===== config.mk =====
export PLATFORM = sky130hd
export DESIGN_NAME = lfcc_duty_ramp
export DESIGN_NICKNAME = d
export VERILOG_FILES = /design/src/rtl/lfcc_duty_ramp.sv
export SDC_FILE = /design/constraint.sdc
export NUM_CORES = 1
export LEC_CHECK = 0
export ABC_AREA = 1
export CAP_MARGIN = 0
export CORE_AREA = 2 2 73 75
export DETAILED_ROUTE_END_ITERATION = 12
export DIE_AREA = 0 0 75 77
export GPL_TIMING_DRIVEN = 0
export PLACE_DENSITY = 0.7
export REMOVE_ABC_BUFFERS = 1
export SETUP_SLACK_MARGIN = 0.5
export SLEW_MARGIN = 20
export SYNTH_ARGS = -nofsm -noshare
export SYNTH_HDL_FRONTEND = slang
export SYNTH_SLANG_ARGS = --single-unit
export TNS_END_PERCENT = 100

===== constraint.sdc =====
create_clock -name i_clk_pwm -period 4.8 [get_ports i_clk_pwm]
set_clock_uncertainty 0.1 [all_clocks]
set_input_delay 0.96 -clock i_clk_pwm [delete_from_list [all_inputs] [get_ports i_clk_pwm]]
set_output_delay 0.96 -clock i_clk_pwm [all_outputs]
set_load 0.02 [all_outputs]

===== src/rtl/lfcc_duty_ramp.sv =====
// lfcc_duty_ramp
// Soft-start / slew-limited duty-command stage for the 3-level FCC PWM generator.
// Moves o_duty_cmd toward a clamped duty target by STEP counts once every
// TICKS_PER_STEP PWM periods. It also provides a latched fault shutdown and a
// controlled ramp-down on disable. All outputs are registered.
module lfcc_duty_ramp #(
    parameter int N_MAX          = 78,
    parameter int DUTY_MIN       = 1,
    parameter int STEP           = 1,
    parameter int TICKS_PER_STEP = 4
) (
    input  logic       i_clk_pwm,
    input  logic       i_reset,
    input  logic       i_period_tick,
    input  logic       i_enable,
    input  logic [6:0] i_duty_target,
    input  logic       i_fault,
    input  logic       i_fault_clr,
    output logic [6:0] o_duty_cmd,
    output logic       o_gate_en,
    output logic       o_ramp_done,
    output logic [2:0] o_state
);

    typedef enum logic [2:0] {
        S_IDLE  = 3'd0,
        S_TRACK = 3'd1,
        S_HOLD  = 3'd2,
        S_RDOWN = 3'd3,
        S_FAULT = 3'd4
    } state_t;

    localparam int              CNT_W    = (TICKS_PER_STEP > 1) ? $clog2(TICKS_PER_STEP) : 1;
    localparam logic [CNT_W-1:0] CNT_LAST = CNT_W'(TICKS_PER_STEP - 1);
    localparam logic [7:0]      MIN8     = 8'(DUTY_MIN);
    localparam logic [7:0]      MAX8     = 8'(N_MAX);
    localparam logic [7:0]      STEP8    = 8'(STEP);

    // Upward step that stops exactly at the limit instead of overshooting.
    function automatic logic [7:0] step_up(input logic [7:0] duty, input logic [7:0] lim);
        logic [7:0] sum;
        sum = duty + STEP8;
        return (sum > lim) ? lim : sum;
    endfunction

    // Downward step that stops exactly at the limit; the compare is done before
    // subtracting so the 8-bit value can never wrap below zero.
    function automatic logic [7:0] step_down(input logic [7:0] duty, input logic [7:0] lim);
        if (duty < lim + STEP8)
            return lim;
        else
            return duty - STEP8;
    endfunction

    state_t           r_state;
    logic [6:0]       r_duty;
    logic             r_gate_en;
    logic             r_ramp_done;
    logic [CNT_W-1:0] r_step_cnt;

    logic [7:0] w_tgt;
    logic [7:0] w_duty8;
    logic [7:0] w_track_next;
    logic [7:0] w_rdown_next;
    logic       w_step;

    // Clamp the software target into the legal DUTY_MIN..N_MAX command range.
    always_comb begin
        w_tgt = {1'b0, i_duty_target};
        if ({1'b0, i_duty_target} < MIN8)
            w_tgt = MIN8;
        else if ({1'b0, i_duty_target} > MAX8)
            w_tgt = MAX8;
    end

    assign w_duty8      = {1'b0, r_duty};
    assign w_step       = i_period_tick && (r_step_cnt == CNT_LAST);
    assign w_track_next = (w_duty8 < w_tgt) ? step_up(w_duty8, w_tgt) : step_down(w_duty8, w_tgt);
    assign w_rdown_next = step_down(w_duty8, MIN8);

    // Ramp prescaler: counts PWM periods while the converter is running.
    always_ff @(posedge i_clk_pwm) begin
        if (i_reset) begin
            r_step_cnt <= '0;
        end else if (r_state == S_IDLE || r_state == S_FAULT) begin
            r_step_cnt <= '0;
        end else if (i_period_tick) begin
            r_step_cnt <= (r_step_cnt == CNT_LAST) ? '0 : r_step_cnt + 1'b1;
        end
    end

    // Control FSM with registered duty, gate enable and ramp-done outputs.
    always_ff @(posedge i_clk_pwm) begin
        if (i_reset) begin
            r_state     <= S_IDLE;
            r_duty      <= MIN8[6:0];
            r_gate_en   <= 1'b0;
            r_ramp_done <= 1'b0;
        end else if (i_fault) begin
            // Fault overrides everything except reset, from any state.
            r_state     <= S_FAULT;
            r_duty      <= MIN8[6:0];
            r_gate_en   <= 1'b0;
            r_ramp_done <= 1'b0;
        end else begin
            case (r_state)
                S_IDLE: begin
                    r_duty      <= MIN8[6:0];
                    r_ramp_done <= 1'b0;
                    if (i_enable) begin
                        r_state   <= S_TRACK;
                        r_gate_en <= 1'b1;
                    end
                end
                S_TRACK: begin
                    if (!i_enable) begin
                        r_state <= S_RDOWN;
                    end else if (w_step) begin
                        r_duty <= w_track_next[6:0];
                        if (w_track_next == w_tgt) begin
                            r_state     <= S_HOLD;
                            r_ramp_done <= 1'b1;
                        end
                    end else if (w_duty8 == w_tgt) begin
                        r_state     <= S_HOLD;
                        r_ramp_done <= 1'b1;
                    end
                end
                S_HOLD: begin
                    if (!i_enable) begin
                        r_state     <= S_RDOWN;
                        r_ramp_done <= 1'b0;
                    end else if (w_tgt != w_duty8) begin
                        r_state     <= S_TRACK;
                        r_ramp_done <= 1'b0;
                    end
                end
                S_RDOWN: begin
                    if (i_enable) begin
                        // Resume from wherever the ramp-down got to.
                        r_state <= S_TRACK;
                    end else if (w_step) begin
                        r_duty <= w_rdown_next[6:0];
                        if (w_rdown_next == MIN8) begin
                            r_state   <= S_IDLE;
                            r_gate_en <= 1'b0;
                        end
                    end
                end
                S_FAULT: begin
                    r_duty      <= MIN8[6:0];
                    r_gate_en   <= 1'b0;
                    r_ramp_done <= 1'b0;
                    // Leave only once the cause is gone and the converter is disabled.
                    if (i_fault_clr && !i_enable)
                        r_state <= S_IDLE;
                end
                default: begin
                    r_state     <= S_IDLE;
                    r_duty      <= MIN8[6:0];
                    r_gate_en   <= 1'b0;
                    r_ramp_done <= 1'b0;
                end
            endcase
        end
    end

    assign o_duty_cmd  = r_duty;
    assign o_gate_en   = r_gate_en;
    assign o_ramp_done = r_ramp_done;
    assign o_state     = r_state;

endmodule


Word level (Yosys, flattened, before mapping)
Cells that the tools add are included.
{"block": "classes", "bitwise": 3, "eq_ne": 30, "n_addsub": 4, "muxes": 37, "order_cmp": 6, "n_reduce_logical": 13}
{"operator": "two-way mux 7 bit", "n": 6}
{"operator": "two-way mux 3 bit", "n": 12}
{"operator": "two-way mux 8 bit", "n": 4}
{"operator": "case mux 7 bit (3 select lines)", "n": 1}
{"operator": "inequality test 4 bit, second input constant", "n": 5}
{"operator": "inequality test 3 bit, second input constant", "n": 6}
{"operator": "< comparator 7 x 8 -> 1 bit", "n": 2}
{"operator": "case mux 3 bit (5 select lines)", "n": 1}
{"operator": "AND reduction 5 bit", "n": 3}
{"operator": "AND reduction 7 bit", "n": 2}
{"operator": "inequality test 2 bit, second input constant", "n": 6}
{"operator": "two-way mux 1 bit", "n": 10}
{"operator": "inequality test 5 bit, second input constant", "n": 2}
{"operator": "adder 7 x 1 -> 8 bit, second input constant", "n": 1}
{"operator": "adder 8 x 1 -> 8 bit, second input constant", "n": 1}
{"operator": "== test 7 x 8 -> 1 bit", "n": 1}
{"operator": "== test 8 x 1 -> 1 bit, second input constant", "n": 1}
{"operator": "== test 8 bit", "n": 1}
{"operator": "> comparator 8 bit", "n": 1}
{"operator": "inequality test 8 x 7 -> 1 bit", "n": 1}
{"operator": "subtractor 7 x 1 -> 8 bit, second input constant", "n": 1}
{"operator": "> comparator 7 bit, second input constant", "n": 1}
{"operator": "< comparator 7 x 1 -> 1 bit, second input constant", "n": 1}
{"operator": "< comparator 7 x 2 -> 1 bit, second input constant", "n": 1}
{"operator": "15 further kinds", "n": 22}
{"block": "word_totals", "input_bits": 13, "regBits": 14, "wordCells": 99, "output_inout_bits": 12}

Longest topological paths before layout
Gate-level depths: netlist of the first run.
{"block": "logic_depth", "depth_word": 13, "ltp_mapped": 28}

Least setup slack after synthesis of the first run
OpenSTA, ideal clock, no wires.
{"block": "synth_path", "path_kind": "input-to-reg", "from": "in i_duty_target[5]", "to": "reg r_state[1], in the netlist o_state[1]", "t_arrival_ns": 3.732, "n_path_buf": 1, "stages": 25, "setup_slack_ns": 0.853, "cell_sequence": "or2_4 -> or2_4 -> a21oi_4 -> inv_1 -> nand3_1 -> nor3_1 -> xor2_1 -> ha_1 -> a21oi_1 -> nor2_1 -> nor2_1 -> nand2_1 -> clkbuf_8 -> nand2_1 -> nand2_1 -> nand2_1 -> nand3_1 -> nand2_1 -> clkinv_1 -> nand2_1 -> nor2_1 -> nand2_1 -> nand3_2 -> a21oi_1 -> nor2_1"}
{"block": "synth_between", "elab_chain_cells": 10}
{"element": "start: declaration", "line": "16", "text": "input logic [6:0] i_duty_target,"}
{"element": "> comparator 7 bit", "line": "72", "text": "else if ({1'b0, i_duty_target} > MAX8)"}
{"element": "two-way mux 7 bit", "line": "72"}
{"element": "two-way mux 7 bit *", "line": "70", "text": "if ({1'b0, i_duty_target} < MIN8)"}
{"element": "adder 8 x 1 -> 8 bit", "line": "49", "text": "if (duty < lim + STEP8)"}
{"element": "< comparator 7 x 8 -> 1 bit", "line": "49"}
{"element": "two-way mux 8 bit", "line": "49"}
{"element": "two-way mux 8 bit", "line": "78", "text": "assign w_track_next = (w_duty8 < w_tgt) ? step_up(w_duty8, w_tgt) : step_down(w_duty8, w_tgt);"}
{"element": "== test 8 bit", "line": "120", "text": "if (w_track_next == w_tgt) begin"}
{"element": "inequality test 4 bit (no line)"}
{"element": "AND reduction 7 bit (no line) *"}
{"element": "end signal: assignment", "line": "117", "text": "r_state <= S_RDOWN;"}
{"element": "end signal: assignment", "line": "121", "text": "r_state <= S_HOLD;"}
{"element": "end signal: assignment", "line": "125", "text": "r_state <= S_HOLD;"}
{"element": "end: declaration", "line": "55", "text": "state_t r_state;"}
Mark *: on every way between the ends. The rest lies on a longest branch, timed or not.
A chain may end at the register's enable or synchronous reset.

Worst setup path in the final report of the first run
Same ends and word-level chain as after synthesis.

==> impl_metrics.toml, run 1 <==
[synthesis]
synth_edf_count = 0
ys_ff_latch = 14
async_reset_ff_frac = 0
ys.warnings.count = 0
synth_cell_types = 41
synth_seq_area_share = 0.117
synthesis.area_um2 = 2400
syn_area_per_cell_um2 = 5.96
synthCells = 403
synth_ff_type = "dfxtp_1"

[sta]
worst_pin_slew_ns = 0.712
fin_ws_ns = 0.651
period_needed_ns = 4.15
finalSetupViolCount = 0
hold_viol = 0
slew-limit-headroom = 0.524
fmax_mhz = 241
rsz0062_at_grt = "false"
slew_violations = 0
period_share = 0.864

[critical_path]
crit_slowest_cell = "or2_4"
cp_max_fo = 6
timing.critical_path.slowest_cell_delay_ns = 0.27
cpMostUsedCell = "nand2_1"
worstPathRequired_ns = 4.84
critPathKind = "input pin to register"
timing.rr.start = "o_duty_cmd[1]$_SDFFE_PP0P_"
cp_cell_sequence = "clkdlybuf4s15_1 > or2_4 > or2_4 > nand2_8 > nand2_8 > ha_4 > xor2_1 > ha_1 > nand2_1 > o21ai_2 > nand2_2 > nand2_8 > inv_8 > nand2_2 > nand3_1 > nand3_1 > nand2_1 > nor3_2 > nand2_1 > nand3_2 > nand3_2 > nand2_1 > nor2_1"
startpoint_type = "input pin"
end_kind = "register"
arrival_ns = 4.19
r2r_slack_ns = 1.22
crit_path_start = "i_duty_target[5]"

[floorplan]
die_area_um2 = 5780
dieWidth_um = 75
num_rows = 26
initial_utilization = 0.483
die_h_um = 77
core_um2 = 4980
io_pins = 25

[placement]
dp.cells = 489
hpwlAfterDp_um = 5180
gp_congestion = 0.909
port_buffers = 24
post_dp_cell_area_um2 = 2670
pre_cts_slack_ns = -0.522

[global_route]
antenna_found_initial = 0
grtUsageTotal = 0.255
grt_pass1_vias = 2492
grt_max_degree = 15
grt_overflow = 0
grt_pass1_wl_um = 11700

[outcome]
status = "completed"

[route]
totalWireLength_um = 7110
drc_errors = 0
dr_total_vias = 2758
vias_per_cell = 5.44
wl_per_cell_um = 14.0
dr.pass1.iters = 7
antenna_left = 0
drt-initial-drc-count = 200

[layout]
post-route-util = 0.622
drive_gt1_frac = 0.183
syn2layout_area_growth_pct = 29.0
final_cells = 507
final_cell_area_um2 = 3100
fin_nets = 478
diodes = 0

[hold_path]
hp-start = "r_step_cnt[0]$_SDFFE_PP0P_"
hold_class = "register to register"

[power]
p_sw_uw = 231
p_int_uw = 291
switching_share = 0.443
pwr-share-comb = 0.557
cellPowerDensity_nw_per_um2 = 169
ir_drop_uv = 142
pwr-share-clk = 0.186
total_power_uw = 523
p_leak_nw = 1.52
seq_power_share = 0.257

[cts]
cts-hold-fix-buffers = 0
clock_latency_ns = 0.24
clk_pin_slew_ns = 0.06
tritoncts = "built"
clock-sinks = 14
cts_buffers = 3
clk_path_buf_depth = 2
ctsRootBufferMaster = "clkbuf_8"
cts-htree-levels = 1

[run]
drv_cap = 0
-- worst paths after layout --
path,to,depth (start not counted)
worst min-delay path,r_step_cnt[0]$_SDFFE_PP0P_,1
worst max-delay path,o_state[1]$_SDFFE_PP0P_,23
worst max register to register,o_state[1]$_SDFFE_PP0P_,23
worst min register to register,r_step_cnt[0]$_SDFFE_PP0P_,1
-- critical path, delay by kind of cell --
| family | cells | cell delay [ns] |
|---|---|---|
| xor gates and xnor gates | 1 | 0.15 |
| AOI/OAI and AO/OA | 1 | 0.22 |
| adders and majority gates | 2 | 0.45 |
| buffers and inverters | 2 | 0.26 |
| and+or+nand+nor | 17 | 2.13 |
-- power groups by stage --
| stage | logic, mW | registers [mW] | clock network, mW |
|---|---|---|---|
| after floorplan | 0.168 | 0.140 | 0 |
| after global placement | 0.236 | 0.137 | 0 |
| after detailed placement | 0.240 | 0.136 | 0 |
| after CTS | 0.265 | 0.134 | 0.0974 |
| after global routing | 0.322 | 0.136 | 0.105 |
| final | 0.291 | 0.135 | 0.0971 |
-- cells in the mapped netlist (3+ instances only) --
cell,instances,area share
a31oi_1,4,0.010
nand3_2,3,0.013
o21ai_0,13,0.027
nor2_1,26,0.041
nand3_1,64,0.13
nand2_2,4,0.010
xor2_1,11,0.040
ha_1,26,0.14
buf_2,3,0.0062
nor3_1,7,0.015
dfxtp_1,14,0.12
nand4_1,4,0.010
inv_1,59,0.092
nor2_2,4,0.010
a21oi_1,25,0.052
nand2_1,99,0.15
-- sequential cells by signal, indices dropped and copies added, names as in the netlist --
| signal | count |
|---|---|
| o_duty_cmd | 7 |
| r_step_cnt | 2 |
| o_ramp_done | 1 |
| o_state | 3 |
| o_gate_en | 1 |
-- per-stage QoR --
step	setup TNS (ns)	hold WS, ns
floorplan	0	0.359
global placement	-1.24	0.372
detailed placement	-1.43	0.395
CTS	0	0.404
global route	0	0.438
finish	0	0.401
-- routing by layer --
layer,vias to the layer above,share of wire,track usage
li1,1412,-,-
met1,1238,0.47,0.370
met2,96,0.46,0.398
met3,12,0.056,0.0368
met4,0,0.013,0.0482
met5,-,0,0
-- kinds of logic (layout without fill, tap and decap cells) --
family                   Yosys count  count (layout)  share of synthesized area
buffers and inverters             72             105                      0.126
multiplexers                       1               1                    0.00417
adder cells (fa/ha/maj)           26              26                      0.135
AO/OA/AOI/OAI                     51              51                      0.124
XOR/XNOR                          11              11                     0.0401
flip-flops                        14              14                      0.117
AND/OR/NAND/NOR                  228             229                      0.454
-- cell usage in the layout (no fill, tap or decap), types with 11 or more instances in the layout --
cell	Yosys	layout
nand2_1	99	88
inv_1	59	57
nand3_1	64	57
ha_1	26	24
nor2_1	26	23
a21oi_1	25	21
clkdlybuf4s50_1	0	17
dfxtp_1	14	14
nand2_2	4	11
o21ai_0	13	11
-- repair_timing --
action / CTS / global route
pin swaps: 13 / 18
setup buffers: 9 / 5
hold endpoints to repair: 0 / 0
cloned: 1 / 0
gates resized for setup: 36 / 34
setup endpoints to repair: 10 / 3
-- final cells by class --
class                   instances  area, um2
multi-input cells             318       2060
repair buffers                 38        379
flip-flops and latches         14        280
inverters                      64        253
clock buffers                   3       41.3
fillers                       496       1880
well taps                      70       87.6
(Power assumes the default switching activity.)
==> inputs of run 2 (changes only) <==
==> config.mk (replaced) <==
export PLATFORM = sky130hd
export DESIGN_NAME = lfcc_duty_ramp
export DESIGN_NICKNAME = d
export VERILOG_FILES = /design/src/rtl/lfcc_duty_ramp.sv
export SDC_FILE = /design/constraint.sdc
export NUM_CORES = 1
export LEC_CHECK = 0
export ABC_AREA = 0
export CAP_MARGIN = 0
export CORE_AREA = 2 2 72 74
export DETAILED_ROUTE_END_ITERATION = 12
export DIE_AREA = 0 0 74 76
export GPL_TIMING_DRIVEN = 0
export PLACE_DENSITY = 0.71
export REMOVE_ABC_BUFFERS = 1
export SETUP_SLACK_MARGIN = 0.5
export SLEW_MARGIN = 10
export SYNTH_ARGS = -nofsm -noshare
export SYNTH_HDL_FRONTEND = slang
export SYNTH_SLANG_ARGS = --single-unit
export TNS_END_PERCENT = 100
==> impl_metrics.toml, run 2 <==
[outcome]
status = "completed"

[critical_path]
timing.critical_path.slowest_cell_delay_ns = 0.49
arrival_ns = 4.22
crit_buf_inv = 1
crit_family = "compound AO/OA/AOI/OAI gates"
worstPathRequired_ns = 4.84
startpoint_type = "input pin"
r2r_slack_ns = 0.76
crit_slowest_cell = "a2111oi_4"
end_kind = "register"
cp_max_fo = 6
cp_cell_sequence = "dlygate4sd2_1 > nor3_2 > a21oi_2 > o21ai_4 > ha_2 > nand2_1 > xnor2_1 > ha_1 > o21a_1 > o21ai_1 > a32oi_2 > o211ai_1 > o311ai_2 > a2111oi_4 > a31oi_4 > a22o_1"
critPathKind = "input pin to register"

[power]
seq_power_share = 0.336
pwr-share-clk = 0.248
pwr-share-comb = 0.417
switching_share = 0.375
ir_drop_uv = 79.0
cellPowerDensity_nw_per_um2 = 141
p_sw_uw = 146
total_power_uw = 390
p_int_uw = 244
p_leak_nw = 1.06

[layout]
drive_gt1_frac = 0.144
largest_reg_flops = 7
post-route-util = 0.562
syn2layout_area_growth_pct = 16.0
diodes = 0
final_common_cell = "nor2_1"
final_cell_mix = "nor2_1, ha_1, a21oi_1"
fin_nets = 368
fill_cells = 466

[synthesis]
synthesis.area_um2 = 2380
netlist_top_cells_count = "nor2_1, ha_1, a21oi_1"
synth_most_common_cell = "nor2_1"
ys.warnings.count = 0
syn_area_per_cell_um2 = 7.65
synth_top_cell_by_area = "ha_1"
synth_seq_area_share = 0.118
synth_cell_types = 75
synth_area_leaders = "ha_1, dfxtp_1, nor2_1"
synth_edf_count = 0
synthCells = 311
synth_ff_type = "dfxtp_1"
yosysTopAreaCellShare = 0.137
async_reset_ff_frac = 0
ys_ff_latch = 14

[global_route]
grt_pass1_wl_um = 10700
grt_util_met3 = 0.0384
grt_overflow = 0
use_met2 = 0.348
grtUsageTotal = 0.240
grt_max_degree = 20
antenna_found_initial = 0
grt-busiest-layer = "met1"
grt_use_met1 = 0.359
grt_pass1_vias = 2192

[cts]
clock-sinks = 14
clock_latency_ns = 0.24
ctsRootBufferMaster = "clkbuf_8"
tritoncts = "built"
cts_buffers = 3
clk_pin_slew_ns = 0.06
cts-htree-levels = 1
clk_path_buf_depth = 2

[sta]
slew-limit-headroom = 0.425
finalSetupViolCount = 0
period_needed_ns = 4.18
worst_pin_slew_ns = 0.862
slew_violations = 0
fmax_mhz = 239
hold_viol = 0
rsz0062_at_grt = "false"
period_share = 0.871

[floorplan]
initial_utilization = 0.484
dieWidth_um = 74
num_rows = 26
io_pins = 25
die_area_um2 = 5620
die_h_um = 76
core_um2 = 4910

[placement]
hpwlAfterDp_um = 4840
port_buffers = 24
gp_congestion = 0.922

[route]
dr.pass1.iters = 5
drt-initial-drc-count = 303
drc_errors = 0
wl_per_cell_um = 16.7
antenna_left = 0
totalWireLength_um = 6620
vias_per_cell = 6.10
dr_total_vias = 2422

[hold_path]
hold_class = "register to register"

[run]
drv_cap = 0
## run 2: cell count changes in the layout (fill, tap and decap cells not counted), sizes merged, moves of 5 or more
cell and delta:
nand2 -90, nand3 -53, inv -43, xnor2 +9, buf -8, o211ai +8
o21ai +6, a211oi +5, mux2i +5
## run 2: power by group through the flow
| stage | sequential [mW] | clock, mW | combinational, mW |
|---|---|---|---|
| 3_3_place_gp | 0.133 | 0 | 0.146 |
| 2_1_floorplan | 0.134 | 0 | 0.0983 |
| 3_5_place_dp | 0.133 | 0 | 0.149 |
| 6_report | 0.131 | 0.0966 | 0.163 |
| 4_1_cts | 0.131 | 0.0981 | 0.155 |
| 5_1_grt | 0.132 | 0.105 | 0.178 |
## run 2: kinds of logic (layout without fill, tap and decap cells)
family	Yosys count	after routing	synth area share
compound gates	103	103	0.330
xor+xnor	19	19	0.0794
fa+ha+maj	26	26	0.137
buf+inv	36	52	0.0752
flops	14	14	0.118
mux	6	6	0.0253
simple gates	107	107	0.235
## run 2: layout make-up
class | instances | area (um2) | share of cell area
repair buffers | 30 | 270 | 0.0979
well taps | 70 | 87.6 | 0.0317
flip-flops and latches | 14 | 282 | 0.102
clock buffers | 3 | 41.3 | 0.0150
inverters | 19 | 71.3 | 0.0258
multi-input cells | 261 | 2010 | 0.728
## run 2: final timing paths
path	start	end	depth (start not counted)
max	i_duty_target[4]	o_state[2]$_SDFFE_PP0P_	16
min	o_gate_en$_SDFFE_PP0P_	o_gate_en$_SDFFE_PP0P_	2
max reg2reg	o_duty_cmd[1]$_SDFFE_PP0P_	o_state[2]$_SDFFE_PP0P_	13
min reg2reg	o_gate_en$_SDFFE_PP0P_	o_gate_en$_SDFFE_PP0P_	2
## run 2: through the flow
step           TNS (ns)  cells  hold slack [ns]  setup slack, ns  cell area (um2)
4_1_cts               0    395            0.388            0.593             2720
3_5_place_dp      -9.02    388            0.380            -1.02             2600
5_1_grt               0    397            0.418            0.474             2760
6_report              0    397            0.389            0.619             2760
3_3_place_gp      -9.09    388            0.368            -1.02             2600
2_1_floorplan         0    294            0.399            0.470             2270
## run 2: worst register-to-register path, stage by stage, from the launching register on
cell and delay, ns:
dfxtp_1 0.67, ha_1 0.44, nand4_1 0.13, nor2_1 0.20
xor2_2 0.27, ha_1 0.30, nand3_1 0.17, nor4b_1 0.10
a21o_1 0.18, o21ai_2 0.36, o311ai_2 0.16, a2111oi_4 0.49
a31oi_4 0.18, a22o_1 0.20
## run 2: repair_timing
item	in CTS	in global routing
gates resized for setup	18	12
buffers inserted	4	2
hold buffers	0	0
setup endpoints to repair	11	8
pin swaps	3	5
cloned	0	0
## run 2: routing by layer
layer / vias to the layer above / share of wire
met1: 1134 / 0.47
met5: - / 0
met3: 10 / 0.061
met2: 82 / 0.45
li1: 1196 / -
met4: 0 / 0.014
==> inputs of run 3 (changes only) <==
--- a/config.mk
+++ b/config.mk
@@ -7,11 +7,11 @@
 export LEC_CHECK = 0
 export ABC_AREA = 0
 export CAP_MARGIN = 0
-export CORE_AREA = 2 2 72 74
+export CORE_AREA = 2 2 68 70
 export DETAILED_ROUTE_END_ITERATION = 12
-export DIE_AREA = 0 0 74 76
+export DIE_AREA = 0 0 70 72
 export GPL_TIMING_DRIVEN = 0
-export PLACE_DENSITY = 0.71
+export PLACE_DENSITY = 0.78
 export REMOVE_ABC_BUFFERS = 1
 export SETUP_SLACK_MARGIN = 0.5
 export SLEW_MARGIN = 10
==> impl_metrics.toml, run 3 (synthesized netlist as in run 2, its figures left out) <==
[outcome]
status = "completed"

[route]
drt-initial-drc-count = 290
totalWireLength_um = 6700
dr_total_vias = 2470
wl_per_cell_um = 17.6
vias_per_cell = 6.50
dr.pass1.iters = 5
drc_errors = 0
antenna_left = 0

[critical_path]
startpoint_type = "input pin"
endpoint = "o_state[2]$_SDFFE_PP0P_"
crit_family = "compound AO/OA/AOI/OAI gates"
cp_cell_sequence = "dlygate4sd2_1 > o21a_2 > nor2_4 > inv_1 > ha_2 > inv_1 > ha_1 > nor2b_1 > o211ai_1 > a32oi_4 > buf_4 > o211ai_1 > o31ai_2 > a2111oi_4 > buf_4 > a31oi_4 > a22o_1"
end_kind = "register"
cp_max_fo = 7
r2r_slack_ns = 0.79
arrival_ns = 4.19
crit_path_start = "i_duty_target[5]"
rr_worst_depth = 14
timing.critical_path.slowest_cell_delay_ns = 0.32
cp.depth = 17
critPathKind = "input pin to register"
worstPathRequired_ns = 4.84
timing.rr.start = "o_duty_cmd[0]$_SDFFE_PP1P_"
crit_slowest_cell = "dlygate4sd2_1"
crit_buf_inv = 5
r2r-end = "o_state[0]$_SDFFE_PP0P_"

[run]
drv_cap = 0

[global_route]
grt-busiest-layer = "met1"
grtUsageTotal = 0.264
grt_overflow = 0
grt_use_met1 = 0.398
antenna_found_initial = 0
grt_pass1_wl_um = 10900
use_met2 = 0.395
grt_pass1_vias = 2200
grt_max_degree = 20
grt_util_met3 = 0.0431

[layout]
drive_gt1_frac = 0.168
post-route-util = 0.646
final_cell_area_um2 = 2760
multi_input_area_um2 = 2020
fill_cells = 391
seq_area_um2 = 285
final_cell_mix = "nor2_1, ha_1, a21oi_1"
largest_reg_flops = 7
diodes = 0
final_common_cell = "nor2_1"
fin_nets = 368
syn2layout_area_growth_pct = 15.9

[cts]
clk_pin_slew_ns = 0.06
clock_latency_ns = 0.25
cts_buffers = 3
cts-htree-levels = 1
ctsRootBufferMaster = "clkbuf_8"
tritoncts = "built"
clk_path_buf_depth = 2
clock-sinks = 14

[floorplan]
die_area_um2 = 5040
num_rows = 24
dieWidth_um = 70
die_h_um = 72
initial_utilization = 0.558
core_um2 = 4260
io_pins = 25

[sta]
period_share = 0.864
slew-limit-headroom = 0.554
worst_pin_slew_ns = 0.667
fin_ws_ns = 0.652
finalSetupViolCount = 0
period_needed_ns = 4.15
rsz0062_at_grt = "false"
tns_ns = 0
slew_violations = 0
fmax_mhz = 241
hold_viol = 0

[power]
pwr-share-clk = 0.285
seq_power_share = 0.317
p_sw_uw = 152
pwr-share-comb = 0.398
total_power_uw = 414
cellPowerDensity_nw_per_um2 = 150
switching_share = 0.367
p_leak_nw = 1.07
p_int_uw = 262
ir_drop_uv = 101

[placement]
pre_cts_slack_ns = -1.08
port_buffers = 24
gp_congestion = 0.928
post_dp_cell_area_um2 = 2580
hpwlAfterDp_um = 4800

[hold_path]
hold_class = "register to register"
-- run 3: final cells by class --
class | count | area share
Clock buffer | 4 | 0.0200
Tap cell | 52 | 0.0236
Multi-Input combinational cell | 261 | 0.733
Timing Repair Buffer | 30 | 0.0940
Inverter | 19 | 0.0259
Sequential cell | 14 | 0.103
-- run 3: power groups by stage --
stage | logic (mW) | clock network, mW | registers (mW)
after global placement | 0.145 | 0 | 0.133
after global routing | 0.180 | 0.122 | 0.132
after detailed placement | 0.148 | 0 | 0.133
after floorplan | 0.0983 | 0 | 0.134
after CTS | 0.155 | 0.119 | 0.131
final | 0.164 | 0.118 | 0.131
-- run 3: metrics by stage --
stage	instances	hold WS (ns)
6_report	380	0.382
5_1_grt	380	0.425
4_1_cts	378	0.381
3_5_place_dp	370	0.379
3_3_place_gp	370	0.373
2_1_floorplan	294	0.399
-- run 3: worst min path at each step --
stage / from / to / slack [ns] / cells past startpoint
after detailed placement: o_gate_en$_SDFFE_PP0P_ / o_gate_en$_SDFFE_PP0P_ / 0.38 / 2
after floorplan: r_step_cnt[1]$_SDFFE_PP0P_ / r_step_cnt[1]$_SDFFE_PP0P_ / 0.40 / 2
after global placement: o_gate_en$_SDFFE_PP0P_ / o_gate_en$_SDFFE_PP0P_ / 0.37 / 2
after global routing: o_ramp_done$_SDFFE_PP0P_ / o_ramp_done$_SDFFE_PP0P_ / 0.42 / 2
final: o_gate_en$_SDFFE_PP0P_ / o_gate_en$_SDFFE_PP0P_ / 0.38 / 2
after CTS: o_gate_en$_SDFFE_PP0P_ / o_gate_en$_SDFFE_PP0P_ / 0.38 / 2
-- run 3: worst register-to-register path, stage by stage, from the launching register on --
cell and delay (ns):
dfxtp_1 0.60, ha_1 0.38, nand4_1 0.13, nor2_1 0.19, xor2_2 0.13, ha_1 0.33
nand3_1 0.16, nor4b_1 0.42, a21o_1 0.18, o21ai_2 0.14, o311ai_1 0.43, a2111oi_4 0.14
buf_4 0.19, a31oi_4 0.21, mux2i_1 0.20
-- run 3: layer usage --
layer  wire length, um  part of all wire
met1              3040              0.45
met2              3020              0.45
met3               577             0.086
met4                58            0.0087
met5                 0                 0
-- run 3: timing repair --
action | in CTS | in global routing
hold buffers | 0 | 0
setup endpoints to repair | 11 | 8
pin swaps | 3 | 4
gates resized for setup | 17 | 25
setup buffers | 4 | 2
